$ cat src/rtl/reg_mem_arbiter_if.sv
// Register-memory arbiter bus: I2C and ADC requester ports plus the memory port.
// The slave modport is the arbiter's view; master is the surrounding system.
interface reg_mem_arbiter_if #(
    parameter int ADDR_W = 8,
    parameter int DATA_W = 8
);
    logic              i2c_req;
    logic              i2c_we;
    logic [ADDR_W-1:0] i2c_addr;
    logic [DATA_W-1:0] i2c_wdata;
    logic              i2c_ack;
    logic [DATA_W-1:0] i2c_rdata;
    logic              i2c_err;

    logic              adc_req;
    logic              adc_we;
    logic [ADDR_W-1:0] adc_addr;
    logic [DATA_W-1:0] adc_wdata;
    logic              adc_ack;
    logic [DATA_W-1:0] adc_rdata;
    logic              adc_err;

    logic [ADDR_W-1:0] mem_addr;
    logic [DATA_W-1:0] mem_wdata;
    logic              mem_we;
    logic              mem_re;
    logic [DATA_W-1:0] mem_rdata;

    modport slave (
        input  i2c_req, i2c_we, i2c_addr, i2c_wdata,
        output i2c_ack, i2c_rdata, i2c_err,
        input  adc_req, adc_we, adc_addr, adc_wdata,
        output adc_ack, adc_rdata, adc_err,
        output mem_addr, mem_wdata, mem_we, mem_re,
        input  mem_rdata
    );

    modport master (
        output i2c_req, i2c_we, i2c_addr, i2c_wdata,
        input  i2c_ack, i2c_rdata, i2c_err,
        output adc_req, adc_we, adc_addr, adc_wdata,
        input  adc_ack, adc_rdata, adc_err,
        input  mem_addr, mem_wdata, mem_we, mem_re,
        output mem_rdata
    );
endinterface

$ cat src/rtl/reg_mem_arbiter.sv
// Single-port register-file arbiter: I2C host has priority, ADC updater is
// protected from starvation, and each side is confined to its own write window.
module reg_mem_arbiter #(
    parameter int                ADDR_W   = 8,
    parameter int                DATA_W   = 8,
    parameter logic [ADDR_W-1:0] RO_BASE  = 'h28,
    parameter int                MAX_WAIT = 4
) (
    input logic              clk,
    input logic              rst_n,
    reg_mem_arbiter_if.slave bus
);

    localparam logic [3:0] WAIT_LIM = 4'(MAX_WAIT);

    typedef enum logic [1:0] {IDLE, ACCESS, RDWAIT, DONE} state_t;

    state_t            state_q, state_d;
    logic              src_adc_q, src_adc_d;
    logic              we_q, we_d;
    logic              prot_q, prot_d;
    logic [3:0]        wait_q, wait_d;
    logic [ADDR_W-1:0] mem_addr_q, mem_addr_d;
    logic [DATA_W-1:0] mem_wdata_q, mem_wdata_d;
    logic              mem_we_q, mem_we_d;
    logic              mem_re_q, mem_re_d;
    logic              i2c_ack_q, i2c_ack_d;
    logic              i2c_err_q, i2c_err_d;
    logic [DATA_W-1:0] i2c_rdata_q, i2c_rdata_d;
    logic              adc_ack_q, adc_ack_d;
    logic              adc_err_q, adc_err_d;
    logic [DATA_W-1:0] adc_rdata_q, adc_rdata_d;

    logic              grant;
    logic              adc_win;
    logic              adc_served;
    logic              sel_we;
    logic              sel_prot;
    logic [ADDR_W-1:0] sel_addr;
    logic [DATA_W-1:0] sel_wdata;

    always_comb begin
        grant      = (state_q == IDLE) && (bus.i2c_req || bus.adc_req);
        adc_win    = bus.adc_req && (!bus.i2c_req || wait_q >= WAIT_LIM);
        adc_served = (state_q != IDLE) && src_adc_q;
        sel_we     = adc_win ? bus.adc_we    : bus.i2c_we;
        sel_addr   = adc_win ? bus.adc_addr  : bus.i2c_addr;
        sel_wdata  = adc_win ? bus.adc_wdata : bus.i2c_wdata;
        // I2C owns the window below RO_BASE, ADC owns the rest
        sel_prot   = sel_we && (adc_win ? (sel_addr < RO_BASE)
                                        : (sel_addr >= RO_BASE));
    end

    always_comb begin
        state_d     = state_q;
        src_adc_d   = src_adc_q;
        we_d        = we_q;
        prot_d      = prot_q;
        wait_d      = wait_q;
        mem_addr_d  = mem_addr_q;
        mem_wdata_d = mem_wdata_q;
        mem_we_d    = 1'b0;
        mem_re_d    = 1'b0;
        i2c_ack_d   = 1'b0;
        i2c_err_d   = 1'b0;
        i2c_rdata_d = i2c_rdata_q;
        adc_ack_d   = 1'b0;
        adc_err_d   = 1'b0;
        adc_rdata_d = adc_rdata_q;

        unique case (state_q)
            IDLE: begin
                if (grant) begin
                    src_adc_d   = adc_win;
                    we_d        = sel_we;
                    prot_d      = sel_prot;
                    mem_addr_d  = sel_addr;
                    mem_wdata_d = sel_wdata;
                    mem_we_d    = sel_we && !sel_prot;
                    mem_re_d    = !sel_we;
                    state_d     = ACCESS;
                end
            end
            ACCESS: begin
                if (we_q) begin
                    i2c_ack_d = !src_adc_q;
                    adc_ack_d = src_adc_q;
                    i2c_err_d = !src_adc_q && prot_q;
                    adc_err_d = src_adc_q && prot_q;
                    state_d   = DONE;
                end else begin
                    state_d = RDWAIT;
                end
            end
            RDWAIT: begin
                if (src_adc_q) begin
                    adc_rdata_d = bus.mem_rdata;
                    adc_ack_d   = 1'b1;
                end else begin
                    i2c_rdata_d = bus.mem_rdata;
                    i2c_ack_d   = 1'b1;
                end
                state_d = DONE;
            end
            DONE: state_d = IDLE;
            default: state_d = IDLE;
        endcase

        if (grant && adc_win) begin
            wait_d = 4'd0;
        end else if (bus.adc_req && !adc_served && wait_q != 4'd15) begin
            wait_d = wait_q + 4'd1;
        end
    end

    always_ff @(posedge clk) begin
        if (rst_n) begin
            state_q     <= IDLE;
            src_adc_q   <= 1'b0;
            we_q        <= 1'b0;
            prot_q      <= 1'b0;
            wait_q      <= 4'd0;
            mem_addr_q  <= '0;
            mem_wdata_q <= '0;
            mem_we_q    <= 1'b0;
            mem_re_q    <= 1'b0;
            i2c_ack_q   <= 1'b0;
            i2c_err_q   <= 1'b0;
            i2c_rdata_q <= '0;
            adc_ack_q   <= 1'b0;
            adc_err_q   <= 1'b0;
            adc_rdata_q <= '0;
        end else begin
            state_q     <= state_d;
            src_adc_q   <= src_adc_d;
            we_q        <= we_d;
            prot_q      <= prot_d;
            wait_q      <= wait_d;
            mem_addr_q  <= mem_addr_d;
            mem_wdata_q <= mem_wdata_d;
            mem_we_q    <= mem_we_d;
            mem_re_q    <= mem_re_d;
            i2c_ack_q   <= i2c_ack_d;
            i2c_err_q   <= i2c_err_d;
            i2c_rdata_q <= i2c_rdata_d;
            adc_ack_q   <= adc_ack_d;
            adc_err_q   <= adc_err_d;
            adc_rdata_q <= adc_rdata_d;
        end
    end

    assign bus.mem_addr  = mem_addr_q;
    assign bus.mem_wdata = mem_wdata_q;
    assign bus.mem_we    = mem_we_q;
    assign bus.mem_re    = mem_re_q;
    assign bus.i2c_ack   = i2c_ack_q;
    assign bus.i2c_err   = i2c_err_q;
    assign bus.i2c_rdata = i2c_rdata_q;
    assign bus.adc_ack   = adc_ack_q;
    assign bus.adc_err   = adc_err_q;
    assign bus.adc_rdata = adc_rdata_q;

endmodule

$ cat src/flat_wrapper.sv
// flat-port wrapper written by rule: the top's interface ports become plain ports
module reg_mem_arbiter_flat 
#(
    parameter int                ADDR_W   = 8,
    parameter int                DATA_W   = 8,
    parameter logic [ADDR_W-1:0] RO_BASE  = 'h28,
    parameter int                MAX_WAIT = 4
)
  (clk, rst_n, bus_i2c_req, bus_i2c_we, bus_i2c_addr, bus_i2c_wdata, bus_i2c_ack, bus_i2c_rdata, bus_i2c_err, bus_adc_req, bus_adc_we, bus_adc_addr, bus_adc_wdata, bus_adc_ack, bus_adc_rdata, bus_adc_err, bus_mem_addr, bus_mem_wdata, bus_mem_we, bus_mem_re, bus_mem_rdata);
  reg_mem_arbiter_if #(.ADDR_W(ADDR_W), .DATA_W(DATA_W)) bus_i ();
  input logic clk;
  input logic rst_n;
  input wire logic [$bits(bus_i.i2c_req)-1:0] bus_i2c_req;
  input wire logic [$bits(bus_i.i2c_we)-1:0] bus_i2c_we;
  input wire logic [$bits(bus_i.i2c_addr)-1:0] bus_i2c_addr;
  input wire logic [$bits(bus_i.i2c_wdata)-1:0] bus_i2c_wdata;
  output wire logic [$bits(bus_i.i2c_ack)-1:0] bus_i2c_ack;
  output wire logic [$bits(bus_i.i2c_rdata)-1:0] bus_i2c_rdata;
  output wire logic [$bits(bus_i.i2c_err)-1:0] bus_i2c_err;
  input wire logic [$bits(bus_i.adc_req)-1:0] bus_adc_req;
  input wire logic [$bits(bus_i.adc_we)-1:0] bus_adc_we;
  input wire logic [$bits(bus_i.adc_addr)-1:0] bus_adc_addr;
  input wire logic [$bits(bus_i.adc_wdata)-1:0] bus_adc_wdata;
  output wire logic [$bits(bus_i.adc_ack)-1:0] bus_adc_ack;
  output wire logic [$bits(bus_i.adc_rdata)-1:0] bus_adc_rdata;
  output wire logic [$bits(bus_i.adc_err)-1:0] bus_adc_err;
  output wire logic [$bits(bus_i.mem_addr)-1:0] bus_mem_addr;
  output wire logic [$bits(bus_i.mem_wdata)-1:0] bus_mem_wdata;
  output wire logic [$bits(bus_i.mem_we)-1:0] bus_mem_we;
  output wire logic [$bits(bus_i.mem_re)-1:0] bus_mem_re;
  input wire logic [$bits(bus_i.mem_rdata)-1:0] bus_mem_rdata;
  assign bus_i.i2c_req = bus_i2c_req;
  assign bus_i.i2c_we = bus_i2c_we;
  assign bus_i.i2c_addr = bus_i2c_addr;
  assign bus_i.i2c_wdata = bus_i2c_wdata;
  assign bus_i2c_ack = bus_i.i2c_ack;
  assign bus_i2c_rdata = bus_i.i2c_rdata;
  assign bus_i2c_err = bus_i.i2c_err;
  assign bus_i.adc_req = bus_adc_req;
  assign bus_i.adc_we = bus_adc_we;
  assign bus_i.adc_addr = bus_adc_addr;
  assign bus_i.adc_wdata = bus_adc_wdata;
  assign bus_adc_ack = bus_i.adc_ack;
  assign bus_adc_rdata = bus_i.adc_rdata;
  assign bus_adc_err = bus_i.adc_err;
  assign bus_mem_addr = bus_i.mem_addr;
  assign bus_mem_wdata = bus_i.mem_wdata;
  assign bus_mem_we = bus_i.mem_we;
  assign bus_mem_re = bus_i.mem_re;
  assign bus_i.mem_rdata = bus_mem_rdata;
  reg_mem_arbiter #(.ADDR_W(ADDR_W), .DATA_W(DATA_W), .RO_BASE(RO_BASE), .MAX_WAIT(MAX_WAIT)) u_core (.clk(clk), .rst_n(rst_n), .bus(bus_i));
endmodule
$ cat config.mk
export PLATFORM = sky130hd
export DESIGN_NAME = reg_mem_arbiter_flat
export DESIGN_NICKNAME = d
export VERILOG_FILES = /design/src/rtl/reg_mem_arbiter_if.sv /design/src/rtl/reg_mem_arbiter.sv /design/src/flat_wrapper.sv
export SDC_FILE = /design/constraint.sdc
export NUM_CORES = 1
export LEC_CHECK = 0
export ABC_AREA = 1
export CAP_MARGIN = 40
export CORE_ASPECT_RATIO = 1.4
export CORE_MARGIN = 3
export CORE_UTILIZATION = 42
export CTS_CLUSTER_DIAMETER = 30
export CTS_CLUSTER_SIZE = 24
export DETAILED_ROUTE_END_ITERATION = 6
export PLACE_DENSITY = 0.75
export SLEW_MARGIN = 20
export SYNTH_ARGS = -nofsm -noshare
export SYNTH_HDL_FRONTEND = slang
export SYNTH_SLANG_ARGS = --single-unit
$ cat constraint.sdc
create_clock -name clk -period 1.8 [get_ports clk]
set_clock_uncertainty 0.2 [all_clocks]
set_input_delay 0.36 -clock clk [delete_from_list [all_inputs] [get_ports clk]]
set_output_delay 0.36 -clock clk [all_outputs]
set_load 0.01 [all_outputs]
# Word level (Yosys, flattened, before mapping)
# Cells that the tools add are included.
dict set report totals {
  ff_bits 47
  latchBits 0
  ram_bits 0
  mem_bits_ro 0
  output_inout_bits 38
  memories 0
}
dict set report op_classes {
  addsub 1
  multipliers 0
  n_div 0
  order_cmp 3
  eq_ne 5
  n_shift 0
  n_mux 13
  n_bitwise 5
  reduce_logical 25
}
# operator n
set op_table {}
lappend op_table {{$mux 8} 2}
lappend op_table {{$logic_and 1x1->1} 10}
lappend op_table {{$ge 8x6->1 const B} 1}
lappend op_table {{$lt 8x6->1 const B} 1}
lappend op_table {{$pmux 2 s4} 1}
lappend op_table {{$mux 1} 7}
lappend op_table {{$reduce_and 2->1} 3}
lappend op_table {{$reduce_or 3->1} 2}
lappend op_table {{$logic_not 1->1} 5}
lappend op_table {{$not 1->1} 5}
lappend op_table {{$add 4x1->4 const B} 1}
lappend op_table {{$eq 2x2->1 const B} 2}
lappend op_table {{$ge 4x3->1 const B} 1}
lappend op_table {{$ne 4x4->1 const B} 1}
lappend op_table {{$pmux 1 s2} 2}
lappend op_table {{$eq 2x1->1 const B} 1}
lappend op_table {{$logic_not 2->1} 1}
lappend op_table {{$logic_or 1x1->1} 2}
lappend op_table {{$mux 2} 1}
lappend op_table {{$ne 2x1->1 const B} 1}
lappend op_table {{$reduce_bool 2->1} 1}
lappend op_table {{$reduce_or 2->1} 1}

# Depth between registers and ports, before layout
# Gate-level depths: netlist (run 1).
dict set report logic_depth {
  ltp_word 9
  mapped_depth 11
  mapped_depth_nobuf 11
}

# Worst setup path after synthesis (run 1)
# Ideal clock, no wire load.
dict set report synth_path {
  path_type {register -> register}
  start {reg u_core.state_q[0]}
  end {reg u_core.wait_q[0]}
  setup_ns 0.070
  t_arrival_ns 1.283
  required_time_ns 1.530
  path_slack_ns 0.248
  path_stages_with_launch 8
  path_buffers 0
  path_cell_list {dfxtp_1 > inv_1 > ha_1 > inv_1 > nand2_1 > nand3_1 > or2_2 > a21oi_1}
}
dict set report synth_via {
  elab_chain_len 5
  elab_cells_between_ends 9
  cone_classes {reduce/logical (9)}
}
# element line_no
set synth_lines {}
lappend synth_lines {{from (decl)} reg_mem_arbiter.sv:18} ;# state_t state_q, state_d;
lappend synth_lines {{from (signal assigned)} reg_mem_arbiter.sv:134} ;# state_q <= state_d;
lappend synth_lines {{$reduce_bool 2->1} reg_mem_arbiter.sv:45} ;# adc_served = (state_q != IDLE) && src_adc_q;
lappend synth_lines {{$logic_and 1x1->1} reg_mem_arbiter.sv:45}
lappend synth_lines {{$logic_not 1->1} reg_mem_arbiter.sv:111} ;# end else if (bus.adc_req && !adc_served && wait_q != 4'd15) begin
lappend synth_lines {{$logic_and 1x1->1 (2 in a row)} reg_mem_arbiter.sv:111}
lappend synth_lines {{to (signal assigned)} reg_mem_arbiter.sv:138} ;# wait_q <= wait_d;
lappend synth_lines {{to (decl)} reg_mem_arbiter.sv:22} ;# logic [3:0] wait_q, wait_d;
# Parallel ways exist; a longest one is shown, timed or not.
# A chain may end at the register's enable or synchronous reset.

# Worst setup path in the final report (run 1)
dict set report layout_path {
  start {reg u_core.mem_wdata_q[1] (netlist: u_core.bus.mem_wdata[1])}
  end {out bus_mem_wdata[1]}
}
# element line_no
set layout_rtl {}
lappend layout_rtl {{from (decl)} reg_mem_arbiter.sv:24} ;# logic [DATA_W-1:0] mem_wdata_q, mem_wdata_d;
lappend layout_rtl {{from (signal assigned)} reg_mem_arbiter.sv:140} ;# mem_wdata_q <= mem_wdata_d;
lappend layout_rtl {{to (decl)} flat_wrapper.sv:28} ;# output wire logic [$bits(bus_i.mem_wdata)-1:0] bus_mem_wdata;
# No word-level cell between the ends.

==> results of run 1 <==
## power by group
part	internal [mW]	total, mW	leakage (nW)	switching (mW)
combinational	0.766	1.49	0.942	0.727
clock	0.273	0.600	0.0422	0.328
sequential	1.30	1.45	0.385	0.144
total	2.34	3.54	1.37	1.20
## cell families after synthesis
kind of cell	count (synthesis)	synth area share
adders and majority gates	4	0.02472
and+or+nand+nor	120	0.2639
xor gates and xnor gates	2	0.008654
DFF	47	0.4648
buffers and inverters	33	0.07354
AOI/OAI and AO/OA	56	0.1644
## layer usage
layer  part of all wire  vias to the layer above  GRT usage
li1                   -                     1055          -
met1               0.37                      859     0.1782
met2               0.53                       77     0.3703
met3              0.085                        6    0.06547
met4              0.013                        0    0.05192
met5                  0                        -          0
## path summary, 6_finish.rpt
kind,startpoint,endpoint,slack (ns),depth (start not counted)
setup / recovery,u_core.bus.mem_wdata[1],bus_mem_wdata[1],0.05,1
setup reg to reg,u_core.state_q[0],u_core.wait_q[3],0.19,9
hold reg to reg,u_core.prot_q,u_core.bus.adc_err,0.27,2
hold / removal,u_core.prot_q,u_core.bus.adc_err,0.27,2
## timing repair
| item | in CTS | in global routing |
|---|---|---|
| endpoints found under the setup margin | 8 | 20 |
| hold buffers | 0 | 0 |
| gates resized for setup | 1 | 9 |
| pin swaps | 0 | 1 |
## sequential cells by signal, indices dropped and copies added, names as in the netlist, 2 cells and up
signal,count
u_core.bus.mem_addr,8
u_core.bus.adc_rdata,8
u_core.state_q,2
u_core.bus.mem_wdata,8
u_core.wait_q,4
u_core.bus.i2c_rdata,8
## placed cells by master, fill, tap and decap left out, types with 7 or more instances in the layout
master,Yosys,routed
a21oi_1,7,7
buf_4,1,21
a31oi_1,11,11
o21ai_0,25,25
nand2_1,51,51
nor2_1,43,41
clkdlybuf4s50_1,0,80
nand3_1,10,9
dfxtp_1,47,46
inv_1,20,19
## per-stage QoR
step	power, mW	worst slack, ns	TNS (ns)	std cells
floorplan	2.203	0.2476	0	262
global placement	2.912	-0.1985	-3.664	419
detailed placement	2.953	-0.2449	-4.518	419
CTS	3.561	0.02937	0	427
global route	3.818	0.004368	0	427
finish	3.539	0.05192	0	427
## area by class of cell
type	instances	area [um2]	area share
inverters	23	86.33	0.02736
clock inverters	1	5.005	0.001586
clock buffers	7	76.32	0.02419
flip-flops and latches	47	942.2	0.2986
well taps	62	77.57	0.02458
multi-input cells	182	952.2	0.3017
repair buffers	105	1016	0.3220
==> results by group, run 1 <==
Drt
  • DRC errors left: 0
  • Routed vias/inst: 4.677
  • Wirelength per Cell: 11.55 um
  • DRT Pass-1 Iters: 4
  • Iter 0 DRT Violations: 64
  • Final ANT Viol Nets: 0
  • Routed WL: 4933 um
  • Via count: 1997

Placement
  • Placer Congestion: 0.7235
  • Post-DP Area: 0.003048 mm2
  • Port Buffers: 83
  • DP Wirelength: 4060 um

Setup path
  • Kind of critical path: reg -> out
  • Worst Setup Start Kind: flip-flop
  • Crit-path cells: clkdlybuf4s50_1
  • Worst Setup End Kind: output port
  • Worst path top cell family by delay: buffers and inverters
  • Buffers & Inverters on Critical Path: 1
  • Slowest cell on crit path: clkdlybuf4s50_1
  • Worst endpoint data arrival time: 1.19 ns
  • CP Max Fanout: 2
  • CP max stage delay: 0.55 ns
  • CP required: 1.24 ns

Worst hold path
  • Hold Crit Class: reg -> reg

GRT
  • Initial antenna violation count: 0
  • Largest net degree at the start of global routing: 30
  • Vias in the first global route: 2006
  • Gr usage total: 0.1865
  • Remaining Overflow, GRT: 0
  • First-pass GRT wire length: 8390 um

Power and ir drop
  • Leakage: 1.369 nW
  • PwrDens: 1122 mW/mm2
  • Worst vdd ir: 0.6646 mV

Cells and area
  • Filler cell count: 414
  • Antenna cell count: 0
  • Fin area: 0.003156 mm2
  • Final core occ: 0.6848
  • Final-stage net count: 414
  • Share of cells above drive strength 1: 0.1397
  • Area Growth Syn to Fin: 55.87%

Floorplanning
  • Num rows: 29
  • Initial Utilization: 0.4393
  • Top Ports: 84
  • Die footprint: 0.005701 mm2
  • Die width: 64.68 um
  • Die height: 88.15 um
  • Core Footprint: 0.004608 mm2

Timing
  • Min Hold Slack: 0.2663 ns
  • RSZ-0062 raised after global routing: false
  • Fin crit period: 1.748 ns
  • Final period util: 0.9712
  • Slew headroom: 0.7525
  • Worst Max-Slew Pin Slew: 0.3618 ns
  • Setup Viol. Count Final: 0
  • F_max: 572.1 MHz
  • Final Hold Viols: 0
  • Max Slew Vio Count: 0

Clock network
  • H-tree depth: 2
  • Post-CTS Setup Inserts: 0
  • CTS tree: done
  • CTS root buf: clkbuf_8
  • Clk_lat worst skew: 0.29 ns
  • CTS Buffer Depth: 2
  • Clock buffer count from CTS: 5
  • Clk sinks: 47
  • Clk pin slew, worst setup/hold paths: 0.08 ns

Logic synthesis
  • Top cell type's share of synthesized area: 0.4648
  • Register bit total from synthesis: 47
  • Synth warnings: 0
  • Post-synthesis sequential area ratio: 0.4648
  • Count of cell types in the netlist: 34
  • EDFF count, synth: 0
  • Ranking of synthesized cells by area: dfxtp_1 (46%), nand2_1 (9.5%), nor2_1 (8.0%)
  • Syn nets: 312
  • Average size of a mapped cell: 7.727 um2
  • Post-Syn Instances: 262
  • Leading area contributor after synthesis: dfxtp_1
  • Main synth FF type: dfxtp_1
  • Top cells by count, synth: nand2_1 (51), dfxtp_1 (47), nor2_1 (43)
  • Mapped Area: 0.002024 mm2
  • Most frequent cell after synthesis: nand2_1
  • Asr flop ratio synth: 0

Flow run
  • Max-Cap Viols: 0

Run status
  • Status: completed
Note: power is estimated with default switching activity, not from simulation.
==> run 2: changes to the inputs <==
Settings changed: SLEW_MARGIN 20 to not set.
==> results of run 2 <==
Same layout as run 1: the final DEF is identical, and so are final timing and power.
==> run 3: changes to the inputs <==
Settings changed: ABC_AREA 1 to not set, CAP_MARGIN 40 to 20, CELL_PAD_IN_SITES_DETAIL_PLACEMENT set to 0, CELL_PAD_IN_SITES_GLOBAL_PLACEMENT set to 1, CORE_UTILIZATION 42 to 30, PLACE_DENSITY 0.75 to 0.74.
==> run 3 against run 2 <==
Via count decreased by 7.4%. Worst hold slack got worse by 0.0097 ns. Flip-flop and latch count unchanged. Sequential power decreased by 3%. Combinational power increased by 14%. Final cell count decreased by 11%. Synthesized cell count decreased by 19%. Power increased by 5.8%.
==> results by group, run 3 <==
GRT
  • First-pass GRT wire length: 7783 um (-7.2%)
  • Gr usage total: 0.1302 (-0.05625)
  • Initial antenna violation count: 0 (unchanged)
  • Vias in the first global route: 1785 (-11%)
  • Largest net degree at the start of global routing: 35 (+17%)
  • Remaining Overflow, GRT: 0 (unchanged)

Logic synthesis
  • Most frequent cell after synthesis: dfxtp_1
  • Top cells by count, synth: dfxtp_1 (47), nor2_1 (35), mux2i_1 (27)
  • Synth warnings: 0 (unchanged)
  • Post-Syn Instances: 211 (-19%)
  • Leading area contributor after synthesis: dfxtp_1
  • Syn nets: 261 (-16%)
  • Main synth FF type: dfxtp_1
  • Register bit total from synthesis: 47 (unchanged)
  • EDFF count, synth: 0 (unchanged)
  • Post-synthesis sequential area ratio: 0.4778 (+0.01299)
  • Count of cell types in the netlist: 28 (-18%)
  • Mapped Area: 0.001969 mm2 (-2.7%)
  • Asr flop ratio synth: 0 (unchanged)
  • Top cell type's share of synthesized area: 0.4778 (+0.01299)
  • Average size of a mapped cell: 9.334 um2 (+21%)
  • Ranking of synthesized cells by area: dfxtp_1 (48%), mux2i_1 (14%), a211oi_1 (7.2%)

Setup path
  • Worst endpoint data arrival time: 1.19 ns (about the same)
  • Worst Setup End Kind: output port
  • CP Max Fanout: 2 (unchanged)
  • Buffers & Inverters on Critical Path: 1 (unchanged)
  • CP max stage delay: 0.55 ns (about the same)
  • Slowest cell on crit path: clkdlybuf4s50_1
  • Worst Setup Start Kind: flip-flop
  • Kind of critical path: reg -> out
  • CP required: 1.24 ns (about the same)
  • Crit-path cells: clkdlybuf4s50_1
  • Worst path top cell family by delay: buffers and inverters

Clock network
  • Clock buffer count from CTS: 5 (unchanged)
  • H-tree depth: 2 (unchanged)
  • Cts hold-fix bufs: 0 (unchanged)
  • CTS tree: done
  • Clk pin slew, worst setup/hold paths: 0.08 ns (about the same)
  • CTS root buf: clkbuf_8
  • Post-CTS Setup Inserts: 0 (unchanged)
  • Clk sinks: 47 (unchanged)
  • Clk_lat worst skew: 0.29 ns (about the same)
  • CTS Buffer Depth: 2 (unchanged)

Drt
  • Via count: 1850 (-7.4%)
  • Final ANT Viol Nets: 0 (unchanged)
  • Iter 0 DRT Violations: 65 (+1.6%)
  • DRT Pass-1 Iters: 5 (+1)
  • Routed vias/inst: 4.843 (+3.6%)
  • Routed WL: 5023 um (+1.8%)
  • Wirelength per Cell: 13.15 um (+14%)
  • DRC errors left: 0 (unchanged)

Timing
  • Setup Viol. Count Final: 0 (unchanged)
  • Max Slew Vio Count: 0 (unchanged)
  • Worst Max-Slew Pin Slew: 0.5565 ns (+0.1947 ns)
  • Final Hold Viols: 0 (unchanged)
  • Final period util: 0.9712 (about the same)
  • F_max: 572.0 MHz (about the same)
  • Slew headroom: 0.6251 (-0.1275)
  • RSZ-0062 raised after global routing: false
  • Fin crit period: 1.748 ns (+0.0001288 ns)

Floorplanning
  • Core Footprint: 0.006296 mm2 (+37%)
  • Top Ports: 84 (unchanged)
  • Die height: 101.9 um (+16%)
  • Initial Utilization: 0.3128 (-0.1265)
  • Die footprint: 0.007586 mm2 (+33%)
  • Num rows: 34 (+17%)
  • Die width: 74.48 um (+15%)

Cells and area
  • Area Growth Syn to Fin: 60.80%
  • Final core occ: 0.5030 (-0.1818)
  • Most common cell after layout, fill and taps aside: clkdlybuf4s50_1
  • Fin area: 0.003167 mm2 (+0.36%)
  • Commonest cells after routing, fill and taps aside: clkdlybuf4s50_1 (79), dfxtp_1 (47), nor2_1 (34)
  • Share of cells above drive strength 1: 0.1161 (-0.02360)
  • Antenna cell count: 0 (unchanged)
  • Final-stage net count: 360 (-13%)
  • Area of the multi-input gates: 964.7 um2 (+1.3%)
  • Reg area: 940.9 um2 (-0.13%)
  • Filler cell count: 599 (+45%)

Run status
  • Status: completed

Placement
  • Post-DP Area: 0.003017 mm2 (-1.0%)
  • DP Wirelength: 3767 um (-7.2%)
  • Port Buffers: 83 (unchanged)
  • Placer Congestion: 0.7745 (+7.0%)

Power and ir drop
  • Clk pwr share: 0.172 (+0.002)
  • Worst vdd ir: 0.6782 mV (+2.0%)
  • PwrDens: 1182 mW/mm2 (+5.4%)
  • Switch Pwr: 1.255 mW (+4.7%)
  • Leakage: 1.300 nW (-5.1%)
  • Pint: 2.488 mW (+6.4%)
  • Combinational fraction of design power: 0.455 (+0.033)
  • Switching Share: 0.3353 (-0.003595)
  • Seq pwr share: 0.374 (-0.034)

Worst hold path
  • Hold Crit Class: reg -> reg

Flow run
  • Max-Cap Viols: 0 (unchanged)
[run 3: kinds of logic after synthesis]
| kind of cell | count (synthesis) | share of synthesized area |
|---|---|---|
| adders and majority gates | 4 | 0.02541 |
| xor gates and xnor gates | 1 | 0.004448 |
| AOI/OAI and AO/OA | 42 | 0.1385 |
| DFF | 47 | 0.4778 |
| muxes | 27 | 0.1372 |
| and+or+nand+nor | 71 | 0.1671 |
| buffers and inverters | 19 | 0.04956 |
[run 3: metal layers]
layer | global-route usage | vias to the layer above | part of all wire
met4 | 0.03699 | 0 | 0.011
met2 | 0.2316 | 81 | 0.48
met1 | 0.1421 | 834 | 0.42
met3 | 0.04921 | 5 | 0.094
li1 | - | 930 | -
met5 | 0 | - | 0
[run 3: power by group through the flow]
stage	Sequential, mW	Clock, mW	Combinational [mW]
5_1_grt	1.43	0.702	1.88
3_3_place_gp	1.42	0	1.57
3_5_place_dp	1.42	0	1.58
4_1_cts	1.40	0.664	1.59
6_report	1.40	0.642	1.70
2_1_floorplan	1.51	0	0.728
[run 3: worst paths after layout]
check	start	end	slack, ns	cells after the start
worst min-delay path	u_core.bus.adc_rdata[7]	u_core.bus.adc_rdata[7]	0.26	2
worst max-delay path	u_core.bus.mem_addr[4]	bus_mem_addr[4]	0.05	1
worst max register to register	u_core.wait_q[3]	u_core.bus.mem_re	0.13	4
worst min register to register	u_core.bus.adc_rdata[7]	u_core.bus.adc_rdata[7]	0.26	2
[run 3: per-stage QoR]
| stage | setup TNS, ns | worst slack, ns | hold slack (ns) | power, mW | std cells |
|---|---|---|---|---|---|
| 5_1_grt | 0 | 0.0005821 | 0.2805 | 4.017 | 382 |
| 6_report | 0 | 0.05179 | 0.2566 | 3.744 | 382 |
| 3_3_place_gp | -9.527 | -0.4375 | 0.2441 | 2.992 | 374 |
| 3_5_place_dp | -10.23 | -0.5203 | 0.2461 | 3.000 | 374 |
| 2_1_floorplan | 0 | 0.02944 | 0.2673 | 2.238 | 211 |
| 4_1_cts | 0 | 0.01434 | 0.2582 | 3.654 | 381 |
[run 3: repair_timing]
item                       in CTS  in global routing
setup endpoints to repair      28                 27
resized for setup               4                  8
gates cloned                    0                  1
hold endpoints to repair        0                  0
pin swaps                       2                  2
[run 3: final cells by class]
cell class,instances,share of cell area
Sequential cell,47,0.2971
Tap cell,72,0.02845
Multi-Input combinational cell,145,0.3046
Timing Repair Buffer,106,0.3362
Inverter,5,0.005927
Clock buffer,6,0.02608
Clock inverter,1,0.001580
